$ cat src/rtl/uart_prog_loader.sv
// rtl/uart_prog_loader.sv - UART framed program loader (SYNC, LEN, data, optional CSUM)
// Optional trailing checksum byte enabled by defining LOADER_CHECKSUM_EN.
module uart_prog_loader #(
  parameter int                    DATA_WIDTH        = 8,
  parameter int                    ADDR_WIDTH        = 5,
  parameter logic [DATA_WIDTH-1:0] SYNC_BYTE         = 8'hA5,
  parameter int                    TIMEOUT_CYCLES    = 10420,
  parameter int                    TIMEOUT_CNT_WIDTH = 14
) (
  input  logic                  clk_i,
  input  logic                  reset_i,
  input  logic [DATA_WIDTH-1:0] rx_data_i,
  input  logic                  rx_valid_strb_i,
  output logic                  mem_we_o,
  output logic [ADDR_WIDTH-1:0] mem_addr_o,
  output logic [DATA_WIDTH-1:0] mem_wdata_o,
  output logic                  cpu_halt_o,
  output logic                  load_done_strb_o,
  output logic                  load_err_o
);

  localparam logic [2:0] S_IDLE = 3'd0;
  localparam logic [2:0] S_LEN  = 3'd1;
  localparam logic [2:0] S_DATA = 3'd2;
  localparam logic [2:0] S_DONE = 3'd3;
`ifdef LOADER_CHECKSUM_EN
  localparam logic [2:0] S_CSUM = 3'd4;
`endif

  localparam logic [TIMEOUT_CNT_WIDTH-1:0] TMO_LAST = TIMEOUT_CNT_WIDTH'(TIMEOUT_CYCLES - 1);
  localparam logic [31:0]                  MAX_LEN  = 32'(2 ** ADDR_WIDTH);

  logic [2:0]                   state_q, state_d;
  logic [ADDR_WIDTH:0]          len_q, len_d;
  logic [ADDR_WIDTH:0]          cnt_q, cnt_d;
  logic [TIMEOUT_CNT_WIDTH-1:0] tmo_q, tmo_d;
  logic                         we_q, we_d;
  logic [ADDR_WIDTH-1:0]        addr_q, addr_d;
  logic [DATA_WIDTH-1:0]        wdata_q, wdata_d;
  logic                         halt_q, halt_d;
  logic                         done_q, done_d;
  logic                         err_q, err_d;
`ifdef LOADER_CHECKSUM_EN
  logic [DATA_WIDTH-1:0]        csum_q, csum_d;
`endif
  logic                         fail;
  logic                         in_frame;
  logic                         len_bad;
  logic                         last_byte;

  assign in_frame  = (state_q != S_IDLE) && (state_q != S_DONE);
  assign len_bad   = (rx_data_i == '0) || (32'(rx_data_i) > MAX_LEN);
  assign last_byte = (cnt_q + 1'b1) == len_q;

  always_comb begin
    state_d = state_q;
    len_d   = len_q;
    cnt_d   = cnt_q;
    tmo_d   = '0;
    we_d    = 1'b0;
    addr_d  = addr_q;
    wdata_d = wdata_q;
    halt_d  = halt_q;
    done_d  = 1'b0;
    err_d   = err_q;
`ifdef LOADER_CHECKSUM_EN
    csum_d  = csum_q;
`endif
    fail    = 1'b0;

    case (state_q)
      // DONE behaves like IDLE for an incoming byte so back-to-back frames work
      S_IDLE, S_DONE: begin
        state_d = S_IDLE;
        if (state_q == S_DONE) begin
          done_d = 1'b1;
          halt_d = 1'b0;
        end
        if (rx_valid_strb_i && (rx_data_i == SYNC_BYTE)) begin
          state_d = S_LEN;
          halt_d  = 1'b1;
          err_d   = 1'b0;
        end
      end
      S_LEN: begin
        if (rx_valid_strb_i) begin
          if (len_bad) begin
            fail = 1'b1;
          end else begin
            len_d   = rx_data_i[ADDR_WIDTH:0];
            cnt_d   = '0;
`ifdef LOADER_CHECKSUM_EN
            csum_d  = '0;
`endif
            state_d = S_DATA;
          end
        end
      end
      S_DATA: begin
        if (rx_valid_strb_i) begin
          we_d    = 1'b1;
          addr_d  = cnt_q[ADDR_WIDTH-1:0];
          wdata_d = rx_data_i;
          cnt_d   = cnt_q + 1'b1;
`ifdef LOADER_CHECKSUM_EN
          csum_d  = csum_q + rx_data_i;
          if (last_byte) state_d = S_CSUM;
`else
          if (last_byte) state_d = S_DONE;
`endif
        end
      end
`ifdef LOADER_CHECKSUM_EN
      S_CSUM: begin
        if (rx_valid_strb_i) begin
          if (rx_data_i == csum_q) state_d = S_DONE;
          else                     fail    = 1'b1;
        end
      end
`endif
      default: state_d = S_IDLE;
    endcase

    // Inter-byte watchdog: only runs while a frame is open
    if (in_frame && !rx_valid_strb_i) begin
      if (tmo_q == TMO_LAST) fail  = 1'b1;
      else                   tmo_d = tmo_q + 1'b1;
    end

    if (fail) begin
      err_d   = 1'b1;
      halt_d  = 1'b1;
      state_d = S_IDLE;
    end
  end

  always_ff @(posedge clk_i or posedge reset_i) begin
    if (reset_i) begin
      state_q <= S_IDLE;
      len_q   <= '0;
      cnt_q   <= '0;
      tmo_q   <= '0;
      we_q    <= 1'b0;
      addr_q  <= '0;
      wdata_q <= '0;
      halt_q  <= 1'b0;
      done_q  <= 1'b0;
      err_q   <= 1'b0;
`ifdef LOADER_CHECKSUM_EN
      csum_q  <= '0;
`endif
    end else begin
      state_q <= state_d;
      len_q   <= len_d;
      cnt_q   <= cnt_d;
      tmo_q   <= tmo_d;
      we_q    <= we_d;
      addr_q  <= addr_d;
      wdata_q <= wdata_d;
      halt_q  <= halt_d;
      done_q  <= done_d;
      err_q   <= err_d;
`ifdef LOADER_CHECKSUM_EN
      csum_q  <= csum_d;
`endif
    end
  end

  assign mem_we_o         = we_q;
  assign mem_addr_o       = addr_q;
  assign mem_wdata_o      = wdata_q;
  assign cpu_halt_o       = halt_q;
  assign load_done_strb_o = done_q;
  assign load_err_o       = err_q;

endmodule

$ cat config.mk
export PLATFORM = sky130hd
export DESIGN_NAME = uart_prog_loader
export DESIGN_NICKNAME = d
export VERILOG_FILES = /design/src/rtl/uart_prog_loader.sv
export SDC_FILE = /design/constraint.sdc
export NUM_CORES = 1
export LEC_CHECK = 0
export CORE_MARGIN = 2
export CORE_UTILIZATION = 25
export CTS_CLUSTER_SIZE = 28
export DETAILED_ROUTE_END_ITERATION = 8
export DONT_BUFFER_PORTS = 1
export HOLD_SLACK_MARGIN = 0.15
export PLACE_DENSITY = 0.41
export SYNTH_ARGS = -nofsm -noshare
export SYNTH_HDL_FRONTEND = slang
export SYNTH_SLANG_ARGS = --single-unit
$ cat constraint.sdc
create_clock -name clk_i -period 1.7 [get_ports clk_i]
set_clock_uncertainty 0.2 [all_clocks]
set_input_delay 0.255 -clock clk_i [delete_from_list [all_inputs] [get_ports clk_i]]
set_output_delay 0.255 -clock clk_i [all_outputs]
set_load 0.05 [all_outputs]
Word level (Yosys, flattened, before mapping). Index checks and enable logic that the tools add are counted.

Register bits after elaboration: 46. Input port bits: 11. Output and inout port bits: 17. Word-level logic and storage cells: 76.

$add $sub $neg: 2. Order comparisons: 1. Equal/unequal tests: 14. Muxes and demuxes: 29. Bitwise operators: 1. Reduce and logical (&&, ||, !) cells: 19.

Operator list (number): 14-bit two-way mux (2); 6-bit two-way mux (3); 1-bit two-way mux (17); 3-bit two-way mux (5); 14-bit by 1-bit adder with 14-bit output, second input constant (1); 14-bit equality test, second input constant (1); 3-bit != test, second input constant (4); 6-bit case mux with 2 select lines (1); 3-bit case mux with 3 select lines (1); 8-bit equality test, second input constant (1); 8-bit by 6-bit greater-than comparator with 1-bit output, second input constant (1); 8-bit zero test (1); 4-bit AND reduction (2); 6-bit by 1-bit adder with 6-bit output, second input constant (1); 3-bit by 2-bit equality test with 1-bit output, second input constant (2); 6-bit equality test (1); 2-bit != test, second input constant (3); 2-bit AND reduction (3); 2-bit nonzero test (3); 3-bit nonzero test (2); 3-bit by 1-bit equality test with 1-bit output, second input constant (1); 1-bit logical AND (3); 3-bit zero test (1); 3-bit by 2-bit != test with 1-bit output, second input constant (1); other kinds (5) (5).

Logic depth before layout (Yosys ltp). Gate-level depths: netlist of run 1.

Depth in word-level cells: 9. Depth in mapped cells: 6. Mapped depth without buffers: 6.

Worst setup path after synthesis of run 1. No wires, ideal clock.

Path kind: input port to flip-flop. Start: input rx_data_i[1]. End: register cnt_q[2]. Setup time: 0.126 ns. Arrival time: 1.516 ns. Required time: 1.374 ns. Setup slack: -0.142 ns. Stages: 5. Path buffers: 0. Path through: nor3_1 > nand4_1 > a21oi_4 > nor2_1 > a221o_1.

Longest elaborated chain between the ends: 4. Elaborated cells between the ends (all ways): 5. Classes of those cells: order compare: 1; eq/ne: 1; reduce/logical: 3.

Ends and longest elaborated chain: start, declared (RTL line 12) `input logic [DATA_WIDTH-1:0] rx_data_i,`; 8-bit by 6-bit greater-than comparator with 1-bit output or 8-bit zero test (tied branches) (RTL line 52) `assign len_bad = (rx_data_i == '0) || (32'(rx_data_i) > MAX_LEN);`; 1-bit logical OR * (RTL line 52); 2-bit != test (no line) *; 4-bit AND reduction (no line) *; end signal, assigned (RTL line 155) `cnt_q <= cnt_d;`; end, declared (RTL line 35) `logic [ADDR_WIDTH:0] cnt_q, cnt_d;`.

Mark *: on every way between the ends. The rest lies on a longest branch, timed or not. A chain may end at the register's enable or synchronous reset.

Worst setup path in the final report of run 1.
Start: register tmo_q[9]. End: register state_q[1].

Longest elaborated chain between the ends: 5. Elaborated cells between the ends (all ways): 9. Classes of those cells: eq/ne: 5; mux: 3; reduce/logical: 1.

Ends and longest elaborated chain: start, declared (RTL line 36) `logic [TIMEOUT_CNT_WIDTH-1:0] tmo_q, tmo_d;`; start signal, assigned (RTL line 156) `tmo_q <= tmo_d;`; 14-bit equality test * (RTL line 126) `if (tmo_q == TMO_LAST) fail = 1'b1;`; 1-bit two-way mux * (RTL line 126); 1-bit two-way mux * (RTL line 125) `if (in_frame && !rx_valid_strb_i) begin`; 3-bit != test (no line); 4-bit AND reduction (no line); end signal, assigned (RTL line 153) `state_q <= state_d;`; end, declared (RTL line 33) `logic [2:0] state_q, state_d;`.

Marks and branches as above.

==> results.md, run 1 <==
- Result of the run: finished with violations
- Violations in the final reports: setup timing
- Layout Nets: 275
- Number of global-route vias before repair: 1729
- Critical path required time: 1.68 ns
- Commonest cells after routing, fill and taps aside: dfrtp_1 (45), buf_4 (45), mux2_2 (13), xor2_1 (12), nand2_1 (11)
- Count of flip-flops with a built-in enable after synthesis: 0
- TritonCTS clock tree: done
- Final worst-path cycle share: 109%
- Minimum setup slack among reg-to-reg paths: -0.15 ns
- Sum of routed wire length over all layers: 5440 um
- Count of distinct cell types in the synthesized netlist: 40
- Cell with the biggest individual delay on the critical path: dfrtp_1
- Detailed-route via count: 1663
- Syn_nets: 209
- Timing-limited maximum frequency: 541 MHz
- Clock tree buffer depth: 2
- Share of total power consumed by net switching: 43.5%
- Total CTS buffers: 5
- Launching element type of the critical path: flip-flop
- # setup viols final: 18
- Count of buffer and inverter cells on the critical path: 2
- Total of warnings raised by yosys: 0
- Layout cell share with drive strength beyond 1: 42.3%
- Total placed cells including tap cells: 338
- Power share of the clock group: 13.3%
- Antenna viol nets, final: 0
- GRT Total Usage: 11.9%
- Dominant combinational cell family by area after synthesis: simple AND/OR/NAND/NOR gates
- Adder and majority cell fraction of the synthesized area: 2.88%
- Combinational share of power: 40.3%
- Final core utilization: 37.4%
- Drt via density: 4.56
- Largest net degree at the start of global routing: 31
- Area after DPL: 2650 sq um
- Mean area per synthesized cell: 11.2 sq um
- # port buffers: 0
- Clock latency of the later-clocked register in the worst-skew pair: 0.29 ns
- Synth async-reset ratio: 100%
- Number of fillers in the final layout: 820
- Ant. Diodes: 0
- Gate count of the mapped netlist: 193
- Die extent in x: 97.2 um
- Largest voltage drop on the vdd net: 0.717 mV
- Detailed placement HPWL: 3800 um
- Depth of the CTS H-tree: 2
- Worst-path clk slew: 0.09 ns
- Arrival time at the worst endpoint: 1.83 ns
- Global-route wire length before repair: 9070 um
- NetSw: 2.18 mW
- Post-detailed-route DRC marker count: 0
- Area share of xor/xnor cells in the synthesized design: 6.46%
- Placer congestion estimate: 0.717
- Worst-margin pin slew: 0.496 ns
- Compound-Gate Fraction of Synth Area: 11.1%
- Multiplexer share of the synthesized area: 9.86%
- Non-filler instance count after layout: 365
- Kind of critical path: flip-flop to flip-flop
- List of cells traversed by the critical path: nor4b_2, buf_4, nand4_1, o32ai_1, buf_4, a211oi_1
- Worst max-slew margin expressed relative to the limit: 66.9%
- Internal Dissipation: 2.83 mW
- Clock tree root buffer cell: clkbuf_8
- Unrepaired setup endpoints after global routing: yes
- Number of primary I/O pins: 28
- Initial antenna violation count: 0
- Count of clock tree sinks: 45
- PwrDens: 1610 nW/um^2
- Register bit count reported by yosys: 45
- Average routed wire per standard cell: 14.9 um
- Final instance area: 3110 sq um
- Power consumption: 5.01 mW
- Detailed Routing Iterations Pass 1: 4
- Area of the die: 9440 sq um
- Leftover overflow at the end of global routing: 0
- Core Rows: 33
- Hold violation total from the final report: 0
- Largest stage delay on the critical path: 0.40 ns
- Fraction of power consumed by sequential logic: 46.3%
- Cell area after technology mapping: 2170 sq um
- Final count of pins violating max slew: 0
- Crit-path leading delay family: simple AND/OR/NAND/NOR gates
- Overall die height: 97.2 um
- Final worst hold slack: 0.175 ns
- Area growth from synthesis to final layout: 43.1%
- Lkg Pwr: 1.37 nW
- Worst path most repeated cell: buf_4
- Min Clock Period, post-route: 1.85 ns
- Path class of the lowest-slack min-delay path: primary input to flip-flop
- Sequential element share of the synthesized area: 51.9%
- Initial core utilization: 26.1%
- Core Area: 8300 sq um
- Worst-case setup margin in the final layout: -0.148 ns
- Highest net fanout along the worst path: 4
- Post-Synth Simple-Gate Area: 16.0%
- Nature of the critical path endpoint: flip-flop
- Detailed router's first-iteration violation count: 55
- Max-cap viol count: 0
- Post-synth top flop: dfrtp_1
==> per-stage QoR <==
stage | setup TNS (ns) | worst slack [ns]
floorplan | -0.318 | -0.0487
global placement | -2.45 | -0.242
detailed placement | -2.27 | -0.234
CTS | -0.628 | -0.148
global route | -3.93 | -0.243
finish | -1.44 | -0.148
==> worst register-to-register path, stage by stage, from the launching register on <==
cell and delay, ns:
dfrtp_1 0.40, nor4b_2 0.30, buf_4 0.15, nand4_1 0.14, o32ai_1 0.31, buf_4 0.19, a211oi_1 0.05
==> layer usage <==
layer	up-vias	track usage, %	wire, um	part of all wire (%)
met5	-	0	0	0
met4	0	3.25	62	1.1
met3	5	2.88	206	3.8
met2	26	17.8	2430	45
met1	802	17.1	2740	50
li1	830	-	-	-
==> what timing repair did <==
| item | 4_1_cts | 5_1_grt |
|---|---|---|
| buffers inserted | 3 | 5 |
| gates resized for setup | 9 | 40 |
| setup endpoints to repair | 34 | 40 |
| pin swaps | 2 | 11 |
| gates cloned | 0 | 1 |
| hold buffers | 10 | 0 |
| hold endpoints to repair | 75 | 0 |
==> cell usage after synthesis (2+ instances only) <==
| cell type | instances | share of area, % |
|---|---|---|
| nor2_1 | 19 | 3.3 |
| nor4b_1 | 2 | 0.81 |
| nand3_1 | 5 | 1.2 |
| mux2_2 | 19 | 9.9 |
| nand2_1 | 14 | 2.4 |
| clkbuf_1 | 2 | 0.35 |
| inv_1 | 7 | 1.2 |
| and3_1 | 8 | 2.3 |
| dfrtp_1 | 45 | 52 |
| a22o_1 | 2 | 0.81 |
| or3_1 | 4 | 1.2 |
| a21o_1 | 2 | 0.69 |
| o21ai_0 | 7 | 1.6 |
| a21oi_1 | 4 | 0.92 |
| a221o_1 | 2 | 0.92 |
| xnor2_1 | 4 | 1.6 |
| ha_1 | 5 | 2.9 |
| nand4_1 | 6 | 1.7 |
| xor2_1 | 12 | 4.8 |
| a211oi_1 | 4 | 1.4 |
==> cell type report <==
type                    instances  area (sq um)  share of cell area, %
clock buffers                   6          72.6                   2.34
clock inverters                 2          15.0                  0.483
inverters                       7          26.3                  0.846
multi-input cells             138          1190                   38.2
flip-flops and latches         45          1130                   36.3
well taps                     105           131                   4.23
repair buffers                 62           548                   17.6
==> flip-flops by register name, indices dropped and copies added, names as in the netlist <==
| name | count |
|---|---|
| cpu_halt_o | 1 |
| tmo_q | 14 |
| state_q | 2 |
| cnt_q | 6 |
| mem_we_o | 1 |
| mem_wdata_o | 8 |
| load_done_strb_o | 1 |
| len_q | 6 |
| load_err_o | 1 |
| mem_addr_o | 5 |
==> final timing paths <==
kind | from | depth (start not counted) | end
setup reg to reg | tmo_q[9] | 6 | state_q[1]
hold reg to reg | len_q[5] | 1 | len_q[5]
max in group asynchronous | reset_i | 3 | mem_addr_o[2]
min in group asynchronous | reset_i | 2 | mem_wdata_o[6]
setup / recovery | tmo_q[9] | 6 | state_q[1]
hold / removal | rx_data_i[4] | 4 | load_err_o
==> power groups by stage <==
stage	clock network (mW)	logic, mW	registers [mW]
after floorplan	0	0.979	2.28
after global placement	0	1.61	2.34
after detailed placement	0	1.61	2.35
after CTS	0.710	1.73	2.33
after global routing	0.744	2.22	2.37
final	0.668	2.02	2.32
==> kinds of logic (layout without fill, tap and decap cells) <==
kind of cell | count (synthesis) | after routing
buf+inv | 10 | 77
fa+ha+maj | 5 | 5
compound gates | 31 | 31
xor+xnor | 16 | 16
mux | 19 | 19
simple gates | 67 | 67
flops | 45 | 45
(Power assumes the default switching activity.)
==> run 2: changes to the inputs <==
--- a/config.mk
+++ b/config.mk
@@ -12,6 +12,7 @@
 export DONT_BUFFER_PORTS = 1
 export HOLD_SLACK_MARGIN = 0.15
 export PLACE_DENSITY = 0.41
+export SLEW_MARGIN = 10
 export SYNTH_ARGS = -nofsm -noshare
 export SYNTH_HDL_FRONTEND = slang
 export SYNTH_SLANG_ARGS = --single-unit
==> results of run 2 <==
Final layout, timing and power as in run 1 (identical DEF).
==> run 3: changes to the inputs <==
==> constraint.sdc (replaced) <==
create_clock -name clk_i -period 1.7 [get_ports clk_i]
set_clock_uncertainty 0.2 [all_clocks]
set_input_delay 0.255 -clock clk_i [delete_from_list [all_inputs] [get_ports clk_i]]
set_output_delay 0.255 -clock clk_i [all_outputs]
set_load 0.02 [all_outputs]
==> run 3 against run 2 <==
Effect of this change: the run still ends with setup timing left; largest power group is now combinational logic; clock power about the same; final cell count unchanged; first-iteration DRC count unchanged; non-clock buffer count unchanged; design area unchanged; maximum frequency unchanged; highest routed layer unchanged; wire length unchanged; global-route usage unchanged; critical path depth unchanged; sequential share of layout area unchanged; die area unchanged; worst setup slack unchanged.
==> results.md, run 3 (synthesis results as in run 1) <==
- Core Rows: 33
- Path class of the lowest-slack min-delay path: primary input to flip-flop
- Overall die height: 97.2 um
- Final count of pins violating max slew: 0
- Sum of routed wire length over all layers: 5440 um
- Hold violation total from the final report: 0
- Number of global-route vias before repair: 1729
- PwrDens: 1480 nW/um^2
- Final instance area: 3110 sq um
- Ant. Diodes: 0
- TritonCTS clock tree: done
- Timing-limited maximum frequency: 541 MHz
- Number of flip-flops in the largest register: 14
- Global-route wire length before repair: 9070 um
- # port buffers: 0
- Non-filler instance count after layout: 365
- Die extent in x: 97.2 um
- Highest net fanout along the worst path: 4
- Kind of critical path: flip-flop to flip-flop
- Detailed Routing Iterations Pass 1: 4
- Layout cell share with drive strength beyond 1: 42.3%
- Area of the die: 9440 sq um
- Number of primary I/O pins: 28
- Minimum setup slack among reg-to-reg paths: -0.15 ns
- Total placed cells including tap cells: 338
- Average routed wire per standard cell: 14.9 um
- Detailed router's first-iteration violation count: 55
- Leftover overflow at the end of global routing: 0
- Min-delay src: rx_data_i[4]
- Startpoint of the worst setup timing path: tmo_q[9]
- Core Area: 8300 sq um
- # setup viols final: 18
- Final worst-path cycle share: 109%
- Area after DPL: 2650 sq um
- Unrepaired setup endpoints after global routing: yes
- Max-cap viol count: 0
- Final worst hold slack: 0.175 ns
- Violations in the final reports: setup timing
- GRT Total Usage: 11.9%
- Count of clock tree sinks: 45
- Clock tree root buffer cell: clkbuf_8
- Largest net degree at the start of global routing: 31
- Detailed-route via count: 1663
- Post-detailed-route DRC marker count: 0
- Startpoint of the lowest-slack register-to-register path: tmo_q[9]
- Largest voltage drop on the vdd net: 0.603 mV
- Arrival time at the worst endpoint: 1.83 ns
- Drt via density: 4.56
- Worst-margin pin slew: 0.383 ns
- Critical path required time: 1.68 ns
- Area growth from synthesis to final layout: 43.1%
- Initial antenna violation count: 0
- Clock tree buffer depth: 2
- Min Clock Period, post-route: 1.85 ns
- Initial core utilization: 26.1%
- Total CTS buffers: 5
- Result of the run: finished with violations
- Layout Nets: 275
- Launching element type of the critical path: flip-flop
- Depth of the CTS H-tree: 2
- Worst-case setup margin in the final layout: -0.148 ns
- Worst max-slew margin expressed relative to the limit: 74.4%
- Commonest cells after routing, fill and taps aside: dfrtp_1 (45), buf_4 (45), mux2_2 (13), xor2_1 (12), nand2_1 (11)
- Antenna viol nets, final: 0
- Register bank with the most flops: tmo_q
- Clock latency of the later-clocked register in the worst-skew pair: 0.29 ns
- Nature of the critical path endpoint: flip-flop
- Worst-path clk slew: 0.09 ns
- Detailed placement HPWL: 3800 um
- Placer congestion estimate: 0.717
- Lkg Pwr: 1.37 nW
run 3: cell type report:
class | instances | area [sq um]
Clock inverter | 2 | 15.0
Multi-Input combinational cell | 138 | 1190
Timing Repair Buffer | 62 | 548
Sequential cell | 45 | 1130
Inverter | 7 | 26.3
Fill cell | 820 | 5190
Clock buffer | 6 | 72.6
Tap cell | 105 | 131
run 3: repair_timing:
action / 4_1_cts / 5_1_grt
gates cloned: 0 / 1
endpoints found under the setup margin: 34 / 40
buffers inserted: 3 / 5
hold endpoints to repair: 75 / 0
hold buffers: 10 / 0
gates resized for setup: 9 / 40
pin swaps: 2 / 11
run 3: metal layers:
| layer | vias up | wire length (um) | GRT usage [%] |
|---|---|---|---|
| met5 | - | 0 | 0 |
| met4 | 0 | 62 | 3.25 |
| met3 | 5 | 206 | 2.88 |
| met2 | 26 | 2430 | 17.8 |
| met1 | 802 | 2740 | 17.1 |
| li1 | 830 | - | - |
run 3: worst paths after layout:
| check | end | cells past startpoint |
|---|---|---|
| worst min-delay path | load_err_o | 4 |
| min in group asynchronous | mem_wdata_o[6] | 2 |
| worst max-delay path | state_q[1] | 6 |
| worst max register to register | state_q[1] | 6 |
| max in group asynchronous | mem_addr_o[2] | 3 |
| worst min register to register | len_q[5] | 1 |
run 3: critical path, stage by stage, from the launching register on:
cell and delay, ns:
dfrtp_1 0.40, nor4b_2 0.30, buf_4 0.15, nand4_1 0.14, o32ai_1 0.31, buf_4 0.19, a211oi_1 0.05
run 3: where the power goes:
group | internal, mW | switching [mW]
clock | 0.290 | 0.378
combinational | 1.14 | 0.877
sequential | 1.41 | 0.490
run 3: per-stage QoR:
step           TNS, ns  worst slack (ns)  util [%]  power [mW]
5_1_grt          -3.92            -0.243      37.4        4.92
2_1_floorplan   -0.318           -0.0487         -        2.84
3_5_place_dp     -2.26            -0.234      32.0        3.54
6_report         -1.44            -0.148      37.4        4.59
4_1_cts         -0.626            -0.148      35.0        4.35
3_3_place_gp     -2.44            -0.242      32.0        3.53
